===== config.mk =====
export PLATFORM = sky130hd
export DESIGN_NAME = fsm_ascon128_flat
export DESIGN_NICKNAME = d
export VERILOG_FILES = /design/src/rtl/fsm_ascon128_pkg.sv /design/src/rtl/fsm_ascon128_if.sv /design/src/rtl/fsm_ascon128.sv /design/src/flat_wrapper.sv
export SDC_FILE = /design/constraint.sdc
export NUM_CORES = 1
export LEC_CHECK = 0
export ABC_AREA = 1
export CORE_MARGIN = 1.5
export CORE_UTILIZATION = 46
export CTS_CLUSTER_SIZE = 16
export DETAILED_ROUTE_END_ITERATION = 16
export GPL_TIMING_DRIVEN = 0
export PLACE_DENSITY = 0.81
export SLEW_MARGIN = 20
export SYNTH_ARGS = -nofsm -noshare
export SYNTH_HDL_FRONTEND = slang
export SYNTH_SLANG_ARGS = --single-unit

===== constraint.sdc =====
create_clock -name clock_i -period 3.7 [get_ports clock_i]
set_input_delay 0.555 -clock clock_i [delete_from_list [all_inputs] [get_ports clock_i]]
set_output_delay 0.555 -clock clock_i [all_outputs]
set_load 0.03 [all_outputs]

===== src/rtl/fsm_ascon128_pkg.sv =====
// Shared types and round-counter constants for the ASCON-128 sequencer.
package ascon_pkg;

   typedef enum logic [4:0] {
      IDLE,
      CONF_INIT,
      INIT_RD0,
      INIT_RUN,
      INIT_LAST,
      AD_WAIT,
      AD_RD0,
      AD_RUN,
      AD_LAST,
      PT_WAIT,
      PT_RD0,
      PT_RUN,
      PT_LAST,
      FIN_RD0,
      FIN_RUN,
      FIN_LAST,
      DONE
   } state_t;

   localparam logic [3:0] P12_FIRST     = 4'd0;
   localparam logic [3:0] P6_FIRST      = 4'd6;
   localparam logic [3:0] ROUND_PRELAST = 4'd10;
   localparam logic [3:0] ROUND_LAST    = 4'd11;

endpackage


===== src/rtl/fsm_ascon128_if.sv =====
// Block handshake and status signals between the data source and the sequencer.
interface fsm_ascon128_if;

   logic start_i;
   logic data_valid_i;
   logic last_block_i;
   logic data_ready_o;
   logic busy_o;
   logic end_o;

   modport master (
      output start_i, data_valid_i, last_block_i,
      input  data_ready_o, busy_o, end_o
   );

   modport slave (
      input  start_i, data_valid_i, last_block_i,
      output data_ready_o, busy_o, end_o
   );

endinterface


===== src/rtl/fsm_ascon128.sv =====
// ASCON-128 encryption sequencer: steps init, AD, PT and finalisation, driving the
// external round counter, state-register enable and the datapath XOR injection points.
module fsm_ascon128
   import ascon_pkg::*;
(
   input  logic           clock_i,
   input  logic           resetb_i,
   fsm_ascon128_if.slave  hs,
   input  logic [3:0]     round_i,
   output logic           en_cpt_perm_o,
   output logic           init_p12_o,
   output logic           init_p6_o,
   output logic           input_mode_o,
   output logic           en_reg_state_o,
   output logic           en_xor_data_o,
   output logic           en_xor_key_begin_o,
   output logic           en_xor_key_end_o,
   output logic           en_xor_lsb_o,
   output logic           en_cipher_o,
   output logic           en_tag_o
);

   // state      | meaning
   // IDLE       | waiting for start_i
   // CONF_INIT  | load round counter for the 12-round init permutation
   // *_WAIT     | AD / PT block handshake, counter preload
   // *_RD0      | first round of a phase, data / key injection
   // *_RUN      | middle rounds until round_i reaches 10
   // *_LAST     | final round with phase-specific XORs
   // DONE       | one-cycle completion pulse

   state_t state, state_n;
   logic   last_q;
   logic   data_ready;
   logic   end_pulse;

   always_ff @(posedge clock_i or negedge resetb_i) begin
      if (!resetb_i) begin
         state  <= IDLE;
         last_q <= 1'b0;
      end else begin
         state <= state_n;
         if (state == AD_WAIT && hs.data_valid_i)
            last_q <= hs.last_block_i;
      end
   end

   always_comb begin
      state_n = state;
      case (state)
         IDLE:      if (hs.start_i) state_n = CONF_INIT;
         CONF_INIT: state_n = INIT_RD0;
         INIT_RD0:  state_n = INIT_RUN;
         INIT_RUN:  if (round_i == ROUND_PRELAST) state_n = INIT_LAST;
         INIT_LAST: state_n = AD_WAIT;
         AD_WAIT:   if (hs.data_valid_i) state_n = AD_RD0;
         AD_RD0:    state_n = AD_RUN;
         AD_RUN:    if (round_i == ROUND_PRELAST) state_n = AD_LAST;
         AD_LAST:   state_n = last_q ? PT_WAIT : AD_WAIT;
         PT_WAIT:   if (hs.data_valid_i) state_n = hs.last_block_i ? FIN_RD0 : PT_RD0;
         PT_RD0:    state_n = PT_RUN;
         PT_RUN:    if (round_i == ROUND_PRELAST) state_n = PT_LAST;
         PT_LAST:   state_n = PT_WAIT;
         FIN_RD0:   state_n = FIN_RUN;
         FIN_RUN:   if (round_i == ROUND_PRELAST) state_n = FIN_LAST;
         FIN_LAST:  state_n = DONE;
         DONE:      state_n = IDLE;
         default:   state_n = IDLE;
      endcase
   end

   always_comb begin
      data_ready         = 1'b0;
      end_pulse          = 1'b0;
      en_cpt_perm_o      = 1'b0;
      init_p12_o         = 1'b0;
      init_p6_o          = 1'b0;
      input_mode_o       = 1'b0;
      en_reg_state_o     = 1'b0;
      en_xor_data_o      = 1'b0;
      en_xor_key_begin_o = 1'b0;
      en_xor_key_end_o   = 1'b0;
      en_xor_lsb_o       = 1'b0;
      en_cipher_o        = 1'b0;
      en_tag_o           = 1'b0;
      case (state)
         CONF_INIT: begin
            en_cpt_perm_o = 1'b1;
            init_p12_o    = 1'b1;
         end
         INIT_RD0: begin
            en_cpt_perm_o  = 1'b1;
            en_reg_state_o = 1'b1;
         end
         INIT_RUN, AD_RUN, PT_RUN, FIN_RUN: begin
            en_cpt_perm_o  = 1'b1;
            en_reg_state_o = 1'b1;
            input_mode_o   = 1'b1;
         end
         INIT_LAST: begin
            en_reg_state_o   = 1'b1;
            input_mode_o     = 1'b1;
            en_xor_key_end_o = 1'b1;
         end
         AD_WAIT: begin
            if (hs.data_valid_i) begin
               data_ready    = 1'b1;
               en_cpt_perm_o = 1'b1;
               init_p6_o     = 1'b1;
            end
         end
         AD_RD0, PT_RD0: begin
            en_cpt_perm_o  = 1'b1;
            en_reg_state_o = 1'b1;
            input_mode_o   = 1'b1;
            en_xor_data_o  = 1'b1;
         end
         AD_LAST: begin
            en_reg_state_o = 1'b1;
            input_mode_o   = 1'b1;
            en_xor_lsb_o   = last_q;
         end
         PT_WAIT: begin
            if (hs.data_valid_i) begin
               data_ready    = 1'b1;
               en_cipher_o   = 1'b1;
               en_cpt_perm_o = 1'b1;
               init_p6_o     = !hs.last_block_i;
               init_p12_o    = hs.last_block_i;
            end
         end
         PT_LAST: begin
            en_reg_state_o = 1'b1;
            input_mode_o   = 1'b1;
         end
         FIN_RD0: begin
            en_cpt_perm_o      = 1'b1;
            en_reg_state_o     = 1'b1;
            input_mode_o       = 1'b1;
            en_xor_data_o      = 1'b1;
            en_xor_key_begin_o = 1'b1;
         end
         FIN_LAST: begin
            en_reg_state_o   = 1'b1;
            input_mode_o     = 1'b1;
            en_xor_key_end_o = 1'b1;
            en_tag_o         = 1'b1;
         end
         DONE:    end_pulse = 1'b1;
         default: ;
      endcase
   end

   assign hs.data_ready_o = data_ready;
   assign hs.end_o        = end_pulse;
   assign hs.busy_o       = (state != IDLE);

endmodule

===== src/flat_wrapper.sv =====
// flat-port wrapper written by rule: the top's interface ports become plain ports
module fsm_ascon128_flat import ascon_pkg::*;
  (clock_i, resetb_i, round_i, en_cpt_perm_o, init_p12_o, init_p6_o, input_mode_o, en_reg_state_o, en_xor_data_o, en_xor_key_begin_o, en_xor_key_end_o, en_xor_lsb_o, en_cipher_o, en_tag_o, hs_start_i, hs_data_valid_i, hs_last_block_i, hs_data_ready_o, hs_busy_o, hs_end_o);
  fsm_ascon128_if hs_i ();
  input  logic clock_i;
  input  logic resetb_i;
  input  logic [3:0] round_i;
  output logic en_cpt_perm_o;
  output logic init_p12_o;
  output logic init_p6_o;
  output logic input_mode_o;
  output logic en_reg_state_o;
  output logic en_xor_data_o;
  output logic en_xor_key_begin_o;
  output logic en_xor_key_end_o;
  output logic en_xor_lsb_o;
  output logic en_cipher_o;
  output logic en_tag_o;
  input wire logic [$bits(hs_i.start_i)-1:0] hs_start_i;
  input wire logic [$bits(hs_i.data_valid_i)-1:0] hs_data_valid_i;
  input wire logic [$bits(hs_i.last_block_i)-1:0] hs_last_block_i;
  output wire logic [$bits(hs_i.data_ready_o)-1:0] hs_data_ready_o;
  output wire logic [$bits(hs_i.busy_o)-1:0] hs_busy_o;
  output wire logic [$bits(hs_i.end_o)-1:0] hs_end_o;
  assign hs_i.start_i = hs_start_i;
  assign hs_i.data_valid_i = hs_data_valid_i;
  assign hs_i.last_block_i = hs_last_block_i;
  assign hs_data_ready_o = hs_i.data_ready_o;
  assign hs_busy_o = hs_i.busy_o;
  assign hs_end_o = hs_i.end_o;
  fsm_ascon128 u_core (.clock_i(clock_i), .resetb_i(resetb_i), .hs(hs_i), .round_i(round_i), .en_cpt_perm_o(en_cpt_perm_o), .init_p12_o(init_p12_o), .init_p6_o(init_p6_o), .input_mode_o(input_mode_o), .en_reg_state_o(en_reg_state_o), .en_xor_data_o(en_xor_data_o), .en_xor_key_begin_o(en_xor_key_begin_o), .en_xor_key_end_o(en_xor_key_end_o), .en_xor_lsb_o(en_xor_lsb_o), .en_cipher_o(en_cipher_o), .en_tag_o(en_tag_o));
endmodule

==> results of run 1 <==
[power groups by stage]
stage	Combinational [mW]	Sequential, mW	Clock [mW]
floorplan	0.483	0.115	0
global placement	0.683	0.122	0
detailed placement	0.694	0.123	0
CTS	0.696	0.122	0.0628
global route	0.756	0.125	0.0662
finish	0.696	0.123	0.0589
[layout make-up]
| class | count | area [sq um] |
|---|---|---|
| fill | 150 | 497 |
| multi-input combinational | 96 | 460 |
| timing repair buffer | 22 | 220 |
| sequential | 6 | 150 |
| inverter | 22 | 82.6 |
| clock buffer | 3 | 22.5 |
| tap | 16 | 20.0 |
| buffer | 2 | 18.8 |
[per-layer routing]
metal / up-vias / GRT usage / routed length [um]
met4: 0 / 0.188 / 43
li1: 455 / - / -
met1: 380 / 0.311 / 806
met3: 4 / 0.0259 / 89
met2: 26 / 0.357 / 927
met5: - / 0 / 0
[cell families after synthesis]
group | Yosys count | share of synthesized area
compound gates | 8 | 0.0580
buf+inv | 24 | 0.142
simple gates | 88 | 0.589
flops | 6 | 0.211
[registers in the layout, indices dropped and copies added (netlist names)]
name and flops:
u_core.state 5, u_core.last_q 1
[metrics by stage]
stage | setup slack, ns | cell area [sq um]
floorplan | 1.48 | 712
global placement | 1.05 | 952
detailed placement | 1.04 | 952
CTS | 0.924 | 975
global route | 0.772 | 975
finish | 0.931 | 975
[final timing paths]
path                                                to  slack [ns]
setup / recovery                         en_cpt_perm_o        0.93
hold / removal             u_core.state[2]$_DFFE_PN0P_        0.54
setup reg to reg           u_core.state[3]$_DFFE_PN0P_        2.23
hold reg to reg            u_core.state[2]$_DFFE_PN0P_        0.55
max in group asynchronous  u_core.state[3]$_DFFE_PN0P_        2.95
min in group clock_i       u_core.state[2]$_DFFE_PN0P_        0.55
[cells in the final DEF, fill, tap and decap left out]
cell              n
a21oi_1           2
buf_4             1
buf_6             1
clkbuf_4          3
clkdlybuf4s50_1  22
dfrtp_1           6
inv_1            17
inv_2             5
nand2_1          30
nand2_2           5
nand3_1          14
nand3_2           4
nand4_1           4
nor2_1           21
nor2_2            4
nor3_1            4
nor3_2            1
o21ai_0           5
o22ai_1           1
or2_1             1
[worst max-delay path: stages, from the launching register on]
cell,delay [ns]
dfrtp_1,0.38
inv_1,0.11
nor2_2,0.26
nand3_1,0.20
nor2_1,0.19
nor2_1,0.08
nand3_1,0.08
clkdlybuf4s50_1,0.66
==> results.md, run 1 <==
* Internal power at around 0.39 mW
* DR DRC count at 0
* Clock transition at path regs at roughly 0.04 ns
* Core area at between 1000 and 1500 sq um
* WL/cell at 11.2 um
* Nets at 162
* Mapped cell area at 712 sq um
* Post-Place Cells at between 150 and 200
* Post-layout util at 0.662
* Worst Path Arrival at roughly 2.2 ns
* Critical Path RT at about 3.1 ns
* Root Buffer: clkbuf_4
* Setup crit start: u_core.state[2]$_DFFE_PN0P_
* Layout area overhead at 36.9%
* Max H-tree Level at 1
* RSZ-0062 raised after global routing: no
* Synthesis-stage register bit count at 6
* Fin crit period at around 2.8 ns
* Areal power density over the cells at ~900 nW/um^2
* Clock group share of total power at 0.067
* Period utilisation layout at 0.748
* GPL Wtd Cong at about 0.93
* Asr flop ratio synth at 1.00
* Sequential power share at 0.140
* Cells resized by post-CTS repair at 0
* Fin. max-slew vios at 0
* Antenna cells at 0
* DIE WIDTH at 42.3 um
* Final wirelength at approximately 1900 um
* Hold Crit Class: input pin to asynchronous set/reset pin
* Clk_lat worst skew at about 0.25 ns
* Avg Inst Size Synth at between 5 and 6 sq um
* Slew @ Worst Pin at between 0.3 and 0.4 ns
* Setup violations, final at 0
* CP startpoint kind: flop
* Remaining Overflow, GRT at 0
* Synth area leaders: dfrtp_1 21%, nand2_1 16%, nor2_1 11%, nand3_1 9.8%, inv_1 9.0%
* Starting Density at 0.484
* Max-Cap Viols at 0
* First-pass GRT wire length at around 3200 um
* Top-count cell post-synth: nand2_1
* VDD IR max at 0.000519 V
* Net Sw Frac at 0.560
* Clk_skew at about 0.0024 ns
* Share of the synthesized area in the top cell type at 0.211
* Status: finished, final reports clean
* GRT Overall Usage at 0.239
* Net Count, Synth at between 100 and 150
* Dominant synthesized flop cell: dfrtp_1
* Post-synth EDFFs at 0
* I/O pins at 23
* Post-CTS Hold Fix Bufs at 0
* DP HPWL at approximately 1600 um
* Vias in the first global route at just under 800
* Initial drt markers at 34
* Post-route setup TNS at 0 ns
* Worst R2R Path Depth at 9
* Pwr Total at 0.878 mW
* Share of post-route cells with drive strength above 1 at 0.159
* Post-CTS setup buffer count at 0
* Pin count of the biggest net entering global routing at 11
* Antenna violations before repair at 0
* Commonest cells post-synth: 30 x nand2_1, 21 x nor2_1, 17 x inv_1
* CTS tree: built
* Site row count at 14
* Worst hold slack at around 0.54 ns
* CP max FO at 6
* Cell variety after synth at 18
* Slew HR at 0.790
* Vias/cell at approximately 5.2
* Cells after synthesis at about 130
* Bufs on Longest Clock Path at 2
* Max Clk Rate at between 0.3 and 0.4 GHz
* CTS sink cnt at 6
* Psw at ~0.5 mW
* Worst r2r src: u_core.state[1]$_DFFE_PN0P_
* Die area at between 1500 and 2000 sq um
* Vias at slightly below 900
* Final hold vios at 0
* Combinational power share at 0.793
* Post-route ant nets at 0
* Area leader, netlist: dfrtp_1
* Sequential fraction of the synthesis area at 0.211
* TritonCTS buffer count at 3
* Die Ht at around 42 um
* Number of port buffers at 22
* Synth warnings at 0
* Static Leak at 0.549 nW
* Fin cells at between 150 and 200
* Setup crit end kind: primary output
* DR pass1 iterations at 4
* WS Path Type: flop to primary output
(Power assumes the default switching activity.)
==> run 2, diff against run 1 <==
--- a/config.mk
+++ b/config.mk
@@ -7,11 +7,11 @@
 export LEC_CHECK = 0
 export ABC_AREA = 1
 export CORE_MARGIN = 1.5
-export CORE_UTILIZATION = 46
+export CORE_UTILIZATION = 40
 export CTS_CLUSTER_SIZE = 16
 export DETAILED_ROUTE_END_ITERATION = 16
 export GPL_TIMING_DRIVEN = 0
-export PLACE_DENSITY = 0.81
+export PLACE_DENSITY = 0.75
 export SLEW_MARGIN = 20
 export SYNTH_ARGS = -nofsm -noshare
 export SYNTH_HDL_FRONTEND = slang
==> constraint.sdc (replaced) <==
create_clock -name clock_i -period 2.3 [get_ports clock_i]
set_input_delay 0.345 -clock clock_i [delete_from_list [all_inputs] [get_ports clock_i]]
set_output_delay 0.345 -clock clock_i [all_outputs]
set_load 0.03 [all_outputs]
==> run 2 against run 1 <==
- clock skew increased by 0.00083 ns
- final area increased by 0.90%
- sequential share of layout area about the same
- via count increased by 1.0%
==> results.md, run 2 (synthesized netlist as in run 1, its figures left out) <==
* Status: finished, final reports clean
* Clock group share of total power at 0.069
* Post-CTS setup buffer count at 0
* Share of post-route cells with drive strength above 1 at 0.185
* Max Clk Rate at approximately 0.45 GHz
* CTS tree: built
* DR pass1 iterations at 4
* Psw at ~0.80 mW
* FILL cells at 180
* Die Ht at around 45 um
* WS Path Type: flop to primary output
* Starting Density at 0.421
* Static Leak at 0.624 nW
* DR DRC count at 0
* Antenna violations before repair at 0
* Net Sw Frac at 0.589
* Internal power at approximately 0.56 mW
* Number of port buffers at 22
* Final hold vios at 0
* Critical path buffers and inverters at 4
* Reg-to-reg endpoint: u_core.state[2]$_DFFE_PN0P_
* Areal power density over the cells at 1390 nW/um^2
* CP max FO at 10
* Fin. max-slew vios at 0
* Nets at between 150 and 200
* Critical path's slowest cell: clkdlybuf4s50_1
* Worst hold slack at roughly 0.34 ns
* Clk_lat worst skew at roughly 0.24 ns
* Critical-path cell list: inv_2, buf_6, nand3_1, inv_1, clkdlybuf4s50_1
* Worst Path Arrival at approximately 1.9 ns
* TritonCTS buffer count at 3
* Pin count of the biggest net entering global routing at 11
* Worst R2R Path Depth at 9
* Post-Place Cells at around 170
* Slew HR at 0.788
* Remaining Overflow, GRT at 0
* DP HPWL at approximately 1600 um
* Post-route ant nets at 0
* Bufs on Longest Clock Path at 2
* Die area at between 2000 and 2500 sq um
* Largest registers: u_core.state (5), u_core.last_q (1)
* Vias in the first global route at slightly above 700
* Max H-tree Level at 1
* I/O pins at 23
* Worst R2R Setup Slack at 0.81 ns
* Clk_skew at between 0.003 and 0.004 ns
* WL/cell at roughly 11 um
* Most common cell after layout, fill and taps aside: nand2_1
* Critical Path RT at 1.96 ns
* Worst r2r src: u_core.state[3]$_DFFE_PN0P_
* Fin cells at ~170
* Final wirelength at ~1900 um
* Clock transition at path regs at 0.04 ns
* Max-Cap Viols at 0
* CP startpoint kind: flop
* GRT Overall Usage at 0.203
* Root Buffer: clkbuf_4
* First-pass GRT wire length at between 3000 and 4000 um
* Period utilisation layout at 0.962
* Initial drt markers at 29
* Vias at approximately 870
* Combinational power share at 0.782
* Largest register FFs at 5
* Slew @ Worst Pin at between 0.3 and 0.4 ns
* Biggest register: u_core.state
* Fin crit period at ~2.2 ns
* Site row count at 15
* Sequential power share at 0.149
* VDD IR max at about 0.0008 V
* GPL Wtd Cong at 0.879
* Setup violations, final at 0
* Core area at roughly 1700 sq um
* Most frequent cells in the layout: 30 x nand2_1, 21 x nor2_1, 17 x inv_1, 13 x nand3_1, 11 x clkdlybuf4s50_1
* DIE WIDTH at about 45 um
* Hold Crit Class: input pin to asynchronous set/reset pin
* Top delay family on crit path: buffers and inverters
* Layout area overhead at 38.1%
* Antenna cells at 0
* Setup crit end kind: primary output
* Post-CTS Hold Fix Bufs at 0
* CTS sink cnt at 6
* CP max stage delay at between 0.6 and 0.7 ns
* Vias/cell at between 5 and 6
## run 2: cell count changes in the layout (fill, tap and decap cells not counted), moves of 2 or more
cell and delta:
dlymetal6s2s_1 +3, nor2_4 +2, clkbuf_2 +2, clkdlybuf4s50_1 -11
nor2_2 -2, dlygate4sd2_1 +5
## run 2: power groups by stage
| stage | clock, mW | sequential [mW] | combinational, mW |
|---|---|---|---|
| 3_3_place_gp | 0 | 0.193 | 1.11 |
| 2_1_floorplan | 0 | 0.186 | 0.777 |
| 6_report | 0.0935 | 0.203 | 1.07 |
| 5_1_grt | 0.105 | 0.208 | 1.19 |
| 4_1_cts | 0.103 | 0.199 | 1.07 |
| 3_5_place_dp | 0 | 0.195 | 1.12 |
## run 2: timing repair
item | 4_1_cts | 5_1_grt
endpoints found under the setup margin | 10 | 7
resized for setup | 10 | 11
endpoints found under the hold margin | 0 | 0
## run 2: metal layers
| metal | global-route usage | wire length [um] | vias to the layer above |
|---|---|---|---|
| met3 | 0 | 138 | 2 |
| li1 | - | - | 453 |
| met1 | 0.279 | 795 | 377 |
| met5 | 0 | 0 | - |
| met4 | 0.112 | 12 | 0 |
| met2 | 0.323 | 956 | 42 |
## run 2: worst max-delay path by stage
stage | start | endpoint | slack [ns] | depth (start not counted)
after floorplan | u_core.state[4]$_DFFE_PN0P_ | init_p12_o | 0.29 | 7
after global placement | u_core.state[2]$_DFFE_PN0P_ | en_cpt_perm_o | 0.01 | 7
after detailed placement | u_core.state[2]$_DFFE_PN0P_ | en_cpt_perm_o | 0.01 | 7
after CTS | u_core.state[2]$_DFFE_PN0P_ | en_cpt_perm_o | 0.01 | 7
after global routing | u_core.state[2]$_DFFE_PN0P_ | input_mode_o | -0.006 | 9
final | u_core.state[4]$_DFFE_PN0P_ | en_xor_key_begin_o | 0.09 | 5
## run 2: worst register-to-register path: stages (launching register included)
cell and delay [ns]:
dfrtp_1 0.44, nand2_1 0.13, nor2_2 0.06, nand2_1 0.16, nand3_2 0.15, nand2_2 0.13, inv_2 0.03, nor2_1 0.17
nand2_1 0.09, nand2_1 0.06
## run 2: metrics by stage
stage / power [mW] / TNS (ns) / setup WS (ns) / util / cell area [sq um]
2_1_floorplan: 0.963 / 0 / 0.289 / - / 712
3_3_place_gp: 1.30 / 0 / 0.0124 / 0.564 / 953
3_5_place_dp: 1.32 / 0 / 0.0122 / 0.564 / 953
4_1_cts: 1.37 / 0 / 0.0130 / 0.576 / 972
5_1_grt: 1.50 / -0.00605 / -0.00586 / 0.582 / 983
6_report: 1.36 / 0 / 0.0873 / 0.582 / 983
## run 2: layout make-up
class                      instances  area, sq um  share of cell area
multi-input combinational         96          475               0.483
timing repair buffer              22          211               0.215
sequential                         6          151               0.154
inverter                          22         82.6              0.0840
clock buffer                       3         22.5              0.0229
tap                               17         21.3              0.0216
buffer                             2         18.8              0.0191
==> run 3, diff against run 2 <==
--- a/config.mk
+++ b/config.mk
@@ -6,7 +6,6 @@
 export NUM_CORES = 1
 export LEC_CHECK = 0
 export ABC_AREA = 1
-export CORE_MARGIN = 1.5
 export CORE_UTILIZATION = 40
 export CTS_CLUSTER_SIZE = 16
 export DETAILED_ROUTE_END_ITERATION = 16
==> run 3 against run 2 <==
- cell count shrank 0.60%
- total power shrank 1.9%
- largest power group unchanged
- critical path type unchanged
- via count shrank 1.8%
- clock skew is essentially flat
- non-clock buffer count is the same
- global-route usage grew 0.67 points
- combinational power is essentially flat
- fmax grew 0.16%
- clock-buffer cell count is the same
- critical path depth is the same
- core utilization grew 2.6 points
==> results.md, run 3 (synthesized netlist as in run 1, its figures left out) <==
* DIE WIDTH at about 44 um
* Final hold vios at 0
* Post-route ant nets at 0
* Remaining Overflow, GRT at 0
* CTS tree: built
* Critical-path cell list: inv_2, buf_6, nand3_1, inv_1, clkdlybuf4s50_1
* Clock group share of total power at 0.067
* Pin count of the biggest net entering global routing at 11
* CTS sink cnt at 6
* Setup crit start: u_core.state[4]$_DFFE_PN0P_
* TritonCTS buffer count at 3
* Fin crit period at 2.21 ns
* Number of port buffers at 22
* FILL cells at 153
* CP max FO at 10
* Reg area at 150 sq um
* Critical Path RT at around 2.0 ns
* Reg-to-reg endpoint: u_core.state[3]$_DFFE_PN0P_
* GPL Wtd Cong at between 0.9 and 1
* Die Ht at roughly 44 um
* Max-Cap Viols at 0
* Post-CTS Hold Fix Bufs at 0
* Fin. max-slew vios at 0
* Post-layout util at 0.608
* WS Path Type: flop to primary output
* Period utilisation layout at 0.960
* Psw at just under 0.8 mW
* DR DRC count at 0
* Largest register FFs at 5
* Areal power density over the cells at 1390 nW/um^2
* First-pass GRT wire length at about 3000 um
* Most frequent cells in the layout: 30 x nand2_1, 21 x nor2_1, 17 x inv_1, 14 x nand3_1, 11 x clkdlybuf4s50_1
* Vias/cell at 5.14
* Initial drt markers at 36
* Largest registers: u_core.state (5), u_core.last_q (1)
* GRT Overall Usage at 0.209
* CP startpoint kind: flop
* Multi-input logic area at approximately 470 sq um
* Nets at around 160
* VDD IR max at roughly 0.0009 V
* Antenna violations before repair at 0
* Starting Density at 0.452
* Core area at between 1500 and 2000 sq um
* RSZ-0062 raised after global routing: no
* Site row count at 14
* Pwr Total at about 1.3 mW
* Final wirelength at approximately 1900 um
* Sequential power share at 0.150
* Worst r2r src: u_core.state[3]$_DFFE_PN0P_
* Clk_skew at 0.00309 ns
* Hold Crit Class: input pin to asynchronous set/reset pin
* Most common cell after layout, fill and taps aside: nand2_1
* Critical path destination: en_xor_key_begin_o
* Clock transition at path regs at ~0.040 ns
* CP max stage delay at 0.66 ns
* Critical path's slowest cell: clkdlybuf4s50_1
* Slew HR at 0.788
* Setup violations, final at 0
* Layout area overhead at 34.6%
* Combinational power share at 0.783
* Vias at ~860
* I/O pins at 23
* Internal power at between 0.5 and 0.6 mW
* Static Leak at 0.609 nW
* Clk_lat worst skew at ~0.23 ns
* Die area at 1950 sq um
* Antenna cells at 0
* Vias in the first global route at ~780
* DR pass1 iterations at 7
* Biggest register: u_core.state
* Bufs on Longest Clock Path at 2
* Worst Path Arrival at between 1.5 and 2 ns
* Max H-tree Level at 1
* Worst R2R Setup Slack at 0.80 ns
* Max Clk Rate at 0.453 GHz
* WL/cell at approximately 11 um
* DP HPWL at 1570 um
* Slew @ Worst Pin at between 0.3 and 0.4 ns
* Root Buffer: clkbuf_4
* Net Sw Frac at 0.592
* Worst R2R Path Depth at 9
* Share of post-route cells with drive strength above 1 at 0.185
* Setup crit end kind: primary output
* Status: finished, final reports clean
==> run 3: what timing repair did <==
action	in CTS	in global routing
setup endpoints to repair	9	6
setup buffers	0	0
gates resized for setup	9	12
==> run 3: power by group through the flow <==
stage               logic [mW]  registers [mW]  clock network, mW
floorplan                0.777           0.186                  0
global placement          1.10           0.196                  0
detailed placement        1.12           0.197                  0
CTS                       1.05           0.195             0.0956
global route              1.14           0.206              0.102
finish                    1.05           0.200             0.0897
==> run 3: layout make-up <==
type                    instances  share of cell area
well taps                      16              0.0209
plain buffers                   2              0.0196
inverters                      22              0.0862
repair buffers                 22               0.208
flip-flops and latches          6               0.157
clock buffers                   3              0.0235
multi-input cells              96               0.486
==> run 3: worst min path at each step <==
stage                                        endpoint  cells past startpoint
after floorplan             u_core.last_q$_DFFE_PN0P_                      0
after global placement    u_core.state[2]$_DFFE_PN0P_                      2
after detailed placement  u_core.state[2]$_DFFE_PN0P_                      2
after CTS                   u_core.last_q$_DFFE_PN0P_                      1
after global routing      u_core.state[2]$_DFFE_PN0P_                      1
final                       u_core.last_q$_DFFE_PN0P_                      1
==> run 3: metrics by stage <==
step | std cells | area [sq um] | TNS (ns) | worst slack [ns] | hold WS, ns
6_report | 167 | 958 | 0 | 0.0909 | 0.339
5_1_grt | 167 | 958 | 0 | 0.00217 | 0.358
4_1_cts | 167 | 963 | 0 | 0.000341 | 0.334
3_5_place_dp | 164 | 952 | -0.0147 | -0.0147 | 0.530
3_3_place_gp | 164 | 952 | -0.0205 | -0.0205 | 0.525
2_1_floorplan | 126 | 712 | 0 | 0.289 | 0.0494
==> run 3: worst max-delay path: cells and delay by family, from the launching register on <==
kind / cells / cell delay (ns)
AND/OR/NAND/NOR: 1 / 0.14
buffers and inverters: 4 / 1.04
flip-flops: 1 / 0.45
==> run 3: metal layers <==
metal	GRT usage	vias up	share of wire
li1	-	455	-
met1	0.268	367	0.45
met2	0.335	30	0.48
met3	0.0204	6	0.047
met4	0.133	0	0.022
met5	0	-	0
